**src/rtl/pipe_ctrl_pkg.sv**
```systemverilog
//==============================================================================
// Module   : pipe_ctrl_pkg
// Brief    : Shared definitions for the pipeline sequencer: address bus
//            width, zero word, stall vector width and encodings, FSM states.
// Revision : 1.0 - initial release
//==============================================================================
`default_nettype none

package pipe_ctrl_pkg;

    // Instruction address bus width and its all-zero value
    localparam int                        c_INST_ADDR_W = 32;
    localparam logic [c_INST_ADDR_W-1:0]  c_ZERO_WORD   = '0;

    // Stall vector: [0]PC [1]IF [2]ID [3]EX [4]MEM [5]WB, 1 = hold stage
    localparam int                        c_STALL_W     = 6;
    localparam logic [c_STALL_W-1:0]      c_STALL_NONE  = 6'b000000;
    localparam logic [c_STALL_W-1:0]      c_STALL_ID    = 6'b000111;
    localparam logic [c_STALL_W-1:0]      c_STALL_EX    = 6'b001111;
    localparam logic [c_STALL_W-1:0]      c_STALL_MEM   = 6'b011111;

    // Sequencer states
    typedef enum logic [1:0] {
        ST_RUN   = 2'd0,
        ST_STALL = 2'd1,
        ST_FLUSH = 2'd2
    } pipe_state_e;

endpackage : pipe_ctrl_pkg

`default_nettype wire

```
**src/rtl/pipe_ctrl_stall_enc.sv**
```systemverilog
//==============================================================================
// Module   : pipe_ctrl_stall_enc
// Brief    : Combinational merge of per-stage stall requests into one stall
//            vector; the deepest requesting stage determines the pattern.
// Revision : 1.0 - initial release
//==============================================================================
`default_nettype none

module pipe_ctrl_stall_enc
    import pipe_ctrl_pkg::*;
(
    input  logic                  stallreq_if,
    input  logic                  stallreq_id,
    input  logic                  stallreq_ex,
    input  logic                  stallreq_mem,
    output logic [c_STALL_W-1:0]  stall_enc,
    output logic                  any_req
);

    // Priority encode: MEM over EX over ID/IF (IF stalls like ID, holding PC..ID)
    always_comb begin
        stall_enc = c_STALL_NONE;
        if (stallreq_mem) begin
            stall_enc = c_STALL_MEM;
        end else if (stallreq_ex) begin
            stall_enc = c_STALL_EX;
        end else if (stallreq_id || stallreq_if) begin
            stall_enc = c_STALL_ID;
        end
    end

    assign any_req = stallreq_if | stallreq_id | stallreq_ex | stallreq_mem;

endmodule : pipe_ctrl_stall_enc

`default_nettype wire

```
**src/rtl/pipe_ctrl.sv**
```systemverilog
//==============================================================================
// Module   : pipe_ctrl
// Brief    : Pipeline sequencer for the 5-stage core. Merges stage stall
//            requests into the stall vector, sequences multi-cycle flushes
//            with a redirect PC and counts stalled cycles.
//            Optional watchdog enabled by defining PIPE_CTRL_WDOG_EN.
// Revision : 1.0 - initial release
//==============================================================================
`default_nettype none

module pipe_ctrl
    import pipe_ctrl_pkg::*;
#(
    parameter int ADDR_W       = c_INST_ADDR_W,
    parameter int FLUSH_CYCLES = 1,
    parameter int WDOG_CYCLES  = 255
)(
    input  logic                  clk,
    input  logic                  rst,
    input  logic                  stallreq_if,
    input  logic                  stallreq_id,
    input  logic                  stallreq_ex,
    input  logic                  stallreq_mem,
    input  logic                  flush_req,
    input  logic [ADDR_W-1:0]     flush_pc_i,
    output logic [c_STALL_W-1:0]  stall_o,
    output logic                  flush_o,
    output logic [ADDR_W-1:0]     new_pc_o,
    output logic [31:0]           stall_cnt_o,
    output logic                  wdog_o
);

    // Flush counter only needs to reach FLUSH_CYCLES-1; keep at least one bit
    localparam int                c_FC_W    = (FLUSH_CYCLES > 1) ? $clog2(FLUSH_CYCLES) : 1;
    localparam logic [c_FC_W-1:0] c_FC_LAST = c_FC_W'(FLUSH_CYCLES - 1);

    pipe_state_e            r_state;
    pipe_state_e            w_state_nxt;
    logic [c_FC_W-1:0]      r_flush_cnt;
    logic [ADDR_W-1:0]      r_new_pc;
    logic                   r_flush;
    logic [31:0]            r_stall_cnt;
    logic [c_STALL_W-1:0]   w_stall_enc;
    logic [c_STALL_W-1:0]   w_stall;
    logic                   w_any_req;
    logic                   w_flush_last;

    pipe_ctrl_stall_enc u_stall_enc (
        .stallreq_if  (stallreq_if),
        .stallreq_id  (stallreq_id),
        .stallreq_ex  (stallreq_ex),
        .stallreq_mem (stallreq_mem),
        .stall_enc    (w_stall_enc),
        .any_req      (w_any_req)
    );

    assign w_flush_last = (r_flush_cnt == c_FC_LAST);

    // Next-state and stall output; the stall vector is masked during reset and FLUSH
    always_comb begin
        w_state_nxt = r_state;
        w_stall     = c_STALL_NONE;
        case (r_state)
            ST_RUN: begin
                w_stall = w_stall_enc;
                if (flush_req) begin
                    w_state_nxt = ST_FLUSH;
                end else if (w_any_req) begin
                    w_state_nxt = ST_STALL;
                end
            end
            ST_STALL: begin
                w_stall = w_stall_enc;
                if (flush_req) begin
                    w_state_nxt = ST_FLUSH;
                end else if (!w_any_req) begin
                    w_state_nxt = ST_RUN;
                end
            end
            ST_FLUSH: begin
                if (flush_req) begin
                    w_state_nxt = ST_FLUSH;
                end else if (w_flush_last) begin
                    w_state_nxt = w_any_req ? ST_STALL : ST_RUN;
                end
            end
            default: begin
                w_state_nxt = ST_RUN;
            end
        endcase
        if (!rst) begin
            w_stall = c_STALL_NONE;
        end
    end

    // State register, flush strobe, redirect PC latch and flush length counter
    always_ff @(posedge clk) begin
        if (!rst) begin
            r_state     <= ST_RUN;
            r_flush     <= 1'b0;
            r_new_pc    <= ADDR_W'(c_ZERO_WORD);
            r_flush_cnt <= '0;
        end else begin
            r_state <= w_state_nxt;
            r_flush <= (w_state_nxt == ST_FLUSH);
            if (flush_req) begin
                // A new request (even mid-flush) relatches the target and restarts the count
                r_new_pc    <= flush_pc_i;
                r_flush_cnt <= '0;
            end else if ((r_state == ST_FLUSH) && !w_flush_last) begin
                r_flush_cnt <= r_flush_cnt + 1'b1;
            end
        end
    end

    // Saturating count of cycles in which any stage is held
    always_ff @(posedge clk) begin
        if (!rst) begin
            r_stall_cnt <= '0;
        end else if ((w_stall != c_STALL_NONE) && (r_stall_cnt != 32'hFFFF_FFFF)) begin
            r_stall_cnt <= r_stall_cnt + 32'd1;
        end
    end

`ifdef PIPE_CTRL_WDOG_EN
    localparam int                c_WD_W    = ($clog2(WDOG_CYCLES + 1) > 8) ? $clog2(WDOG_CYCLES + 1) : 8;
    localparam logic [c_WD_W-1:0] c_WD_LAST = c_WD_W'(WDOG_CYCLES - 1);

    logic [c_WD_W-1:0] r_wdog_cnt;
    logic              r_wdog;

    // Consecutive-stall watchdog; any unstalled cycle (including FLUSH) clears it
    always_ff @(posedge clk) begin
        if (!rst) begin
            r_wdog_cnt <= '0;
            r_wdog     <= 1'b0;
        end else begin
            r_wdog <= 1'b0;
            if (w_stall == c_STALL_NONE) begin
                r_wdog_cnt <= '0;
            end else if (r_wdog_cnt == c_WD_LAST) begin
                r_wdog_cnt <= '0;
                r_wdog     <= 1'b1;
            end else begin
                r_wdog_cnt <= r_wdog_cnt + 1'b1;
            end
        end
    end

    assign wdog_o = r_wdog;
`else
    assign wdog_o = 1'b0;
`endif

    assign stall_o     = w_stall;
    assign flush_o     = r_flush;
    assign new_pc_o    = r_new_pc;
    assign stall_cnt_o = r_stall_cnt;

endmodule : pipe_ctrl

`default_nettype wire
```
**config.mk**
```make
export PLATFORM = sky130hd
export DESIGN_NAME = pipe_ctrl
export DESIGN_NICKNAME = d
export VERILOG_FILES = /design/src/rtl/pipe_ctrl_pkg.sv /design/src/rtl/pipe_ctrl_stall_enc.sv /design/src/rtl/pipe_ctrl.sv
export SDC_FILE = /design/constraint.sdc
export NUM_CORES = 1
export LEC_CHECK = 0
export CAP_MARGIN = 20
export CORE_AREA = 2 2 92 94
export DETAILED_ROUTE_END_ITERATION = 10
export DIE_AREA = 0 0 94 96
export DONT_BUFFER_PORTS = 1
export PLACE_DENSITY_LB_ADDON = 0.15
export SLEW_MARGIN = 20
export SYNTH_ARGS = -nofsm -noshare
export SYNTH_HDL_FRONTEND = slang
export SYNTH_HIERARCHICAL = 1
export SYNTH_SLANG_ARGS = --single-unit
```
**constraint.sdc**
```tcl
create_clock -name clk -period 4.3 [get_ports clk]
set_input_delay 0.215 -clock clk [delete_from_list [all_inputs] [get_ports clk]]
set_output_delay 0.215 -clock clk [all_outputs]
set_load 0.02 [all_outputs]
```
==> flow_summary.yaml <==
timing:
  tightest_slew_ns: 1.01
  period_needed_ns: 2.63
  rsz0062_at_grt: "false"
  hold_viol: 0
  skew_ns: 0.00951
  finalMaxSlewViolations: 0
  timing.final.crit_share_pct: 61.3
  setup_viol: 0
  setup_tns_ns: 0
  slew-limit-headroom_pct: 32.6
  max_freq_mhz: 380
  setup_ws_ns: 1.67
critical_path:
  crit_type: "reg -> reg"
  slowest_stage: "and4b_1"
  critPathMaxStageDelay_ns: 0.70
  crit_top_cell: "nor3_1"
  cp-end-kind: "flip-flop"
  cp_max_fo: 20
  worstSetupStartpoint: "stall_cnt_o[23]$_SDFFE_PN0P_"
  cp-start-kind: "flip-flop"
  arrival_ns: 2.84
  rr_startpoint: "stall_cnt_o[23]$_SDFFE_PN0P_"
  crit_chain: "nand2_1 -> nor3_1 -> and4b_1 -> buf_4 -> nor3_1 -> mux2i_1"
  required_ns: 4.51
detailed_routing:
  wl_mm: 7.13
  wl_per_cell_um: 16.3
  first_iter_violations: 71
  drc: 0
  ant_nets: 0
  first_pass_iters: 4
  vias: 2452
  dr_wl_met3_um: 665
  drt-met1-wl_mm: 3.15
  viasPerCell: 5.60
  top_layer_used: "met4"
  met2_wirelength_mm: 3.19
clocking:
  ctsResizeCount: 0
  numCtsBuffers: 9
  htree_num_levels: 3
  cts_root_buf: "clkbuf_8"
  cts_sinks: 68
  cts_tree: "yes"
  postCtsSetupBuffers: 0
  clk_pin_slew_ns: 0.08
  insertion_delay_ns: 0.34
  clk_path_buf_depth: 2
power_and_ir_drop:
  peakVddDrop_uv: 167
  power.density_mw_per_mm2: 417
  leakage_nw: 1.23
  sw_frac_of_total_pct: 23.2
  p_seq_share_pct: 49.3
  cell_internal_pwr_mw: 1.08
  clkPwrFrac_pct: 46.0
  p_switching_mw: 0.326
  pwr-share-comb_pct: 4.6
final_layout:
  nets: 368
  layout_common_cells: "68 x dfxtp_1, 43 x nor2_1, 40 x mux2i_1"
  diodes: 0
  drive_gt1_share_pct: 9.01
  stdcell_area_sq_mm: 0.00337
  syn_to_final_growth_pct: 8.27
  final_common_cell: "dfxtp_1"
  fin_util_pct: 41.9
  final_cells: 438
placement:
  place_area_sq_mm: 0.00310
  dp_slack_ns: 1.71
  dpl.cell_count: 420
  post-dp-hpwl_mm: 4.88
  port_buffers: 0
  gp_congestion: 0.707
die:
  die-area_sq_mm: 0.00902
  core_area_sq_mm: 0.00805
  io_pins: 111
  initial_core_util_pct: 38.7
  fp.dieH_um: 96
  die_w_um: 94
  rows: 33
synth:
  syn_inst: 339
  synthDistinctLibCells: 49
  ys_seq_area_share_pct: 43.7
  ys.flop_type: "dfxtp_1"
  synth_edf_count: 0
  syn_nets: 379
  synth_warnings: 6
  syn_avg_cell_area_sq_um: 9.19
  ys_async_sr_fraction_pct: 0
  synth_area_sq_mm: 0.00312
  synth-seq-cells: 68
run:
  maxCapViolations: 0
global_route:
  grt_pass1_wl_mm: 11.4
  first_global_vias: 2265
  antenna_found_initial: 0
  grt_usage_pct: 16.1
  grt_overflow: 0
  grt_max_degree: 57
run_status:
  outcome: "completed"
min_path:
  min_from: "flush_pc_i[13]"
  hp-class: "in -> reg"
-- synth_stat cells, types with 2 or more instances --
master / n / area [sq um]
or3_1: 8 / 50.1
nor2_1: 43 / 161
or4_1: 9 / 67.6
inv_1: 2 / 7.51
conb_1: 2 / 7.51
o311ai_1: 2 / 17.5
o211ai_1: 3 / 22.5
and2_1: 7 / 43.8
nand2_1: 24 / 90.1
a21oi_1: 17 / 85.1
nand4_1: 13 / 81.3
mux2i_1: 40 / 400
a211oi_1: 2 / 15.0
nand3_1: 10 / 50.1
buf_4: 6 / 45.0
nand2b_1: 5 / 31.3
nand4_2: 2 / 25.0
o21ai_2: 2 / 17.5
nor3_1: 5 / 25.0
buf_1: 2 / 7.51
and3_1: 4 / 25.0
o41ai_1: 2 / 17.5
dfxtp_1: 68 / 1360
o21ai_0: 3 / 15.0
o31ai_1: 12 / 90.1
clkbuf_1: 11 / 41.3
a21oi_2: 2 / 17.5
o21ai_1: 4 / 20.0
buf_2: 3 / 15.0
nor4_1: 5 / 31.3
buf_6: 3 / 33.8
-- metal layers --
metal,global-route usage (%),vias to the layer above
li1,-,1211
met2,24.8,90
met4,7.49,0
met3,4.86,12
met5,0,-
met1,20.8,1139
-- power groups by stage --
| stage | Sequential, mW | Combinational (mW) | Clock (mW) |
|---|---|---|---|
| 2_1_floorplan | 0.703 | 0.0684 | 0 |
| 3_3_place_gp | 0.709 | 0.0634 | 0 |
| 4_1_cts | 0.694 | 0.0668 | 0.671 |
| 5_1_grt | 0.697 | 0.0750 | 0.700 |
| 3_5_place_dp | 0.709 | 0.0643 | 0 |
| 6_report | 0.694 | 0.0652 | 0.647 |
-- flip-flops by register name, summed over array words and instances, names as in the netlist --
register     flops
r_flush_cnt      1
flush_o          1
r_state          2
new_pc_o        32
stall_cnt_o     32
-- worst paths after layout --
path	end	cells past startpoint	slack, ns
worst max-delay path	stall_cnt_o[3]$_SDFFE_PN0P_	6	1.67
worst min register to register	r_flush_cnt$_SDFFE_PP0P_	2	0.45
worst min-delay path	new_pc_o[13]$_SDFFE_PN0P_	2	0.02
worst max register to register	stall_cnt_o[3]$_SDFFE_PN0P_	6	1.67
-- critical path, delay by kind of cell (launching register included) --
kind,cells,cell delay [ns]
multiplexers,1,0.15
buffers and inverters,1,0.36
AND/OR/NAND/NOR,4,1.40
flip-flops,1,0.59
-- cell families (layout without fill, tap and decap cells) --
group	after synthesis	after routing	synth area share, %
AND/OR/NAND/NOR	145	145	25.7
adder cells (fa/ha/maj)	1	1	0.402
other	2	2	0.241
AO/OA/AOI/OAI	54	54	11.7
buffers and inverters	29	23	5.42
multiplexers	40	40	12.9
flip-flops	68	68	43.7
-- final cells by class --
class / instances / area (sq um)
clock buffers: 10 / 138
clock inverters: 6 / 111
fillers: 839 / 4680
inverters: 3 / 11.3
multi-input cells: 242 / 1590
flip-flops and latches: 68 / 1360
well taps: 105 / 131
repair buffers: 4 / 35.0
-- what timing repair did --
item | in CTS | in global routing
hold buffers | 2 | 0
endpoints found under the setup margin | 0 | 0
endpoints found under the hold margin | 1 | 0
-- per-stage QoR --
step	hold WS [ns]	power, mW
floorplan	0.362	0.772
global placement	0.348	0.772
detailed placement	0.345	0.773
CTS	0.000670	1.43
global route	0.0101	1.47
finish	0.0190	1.41
Power figures use the tool's default switching activity.
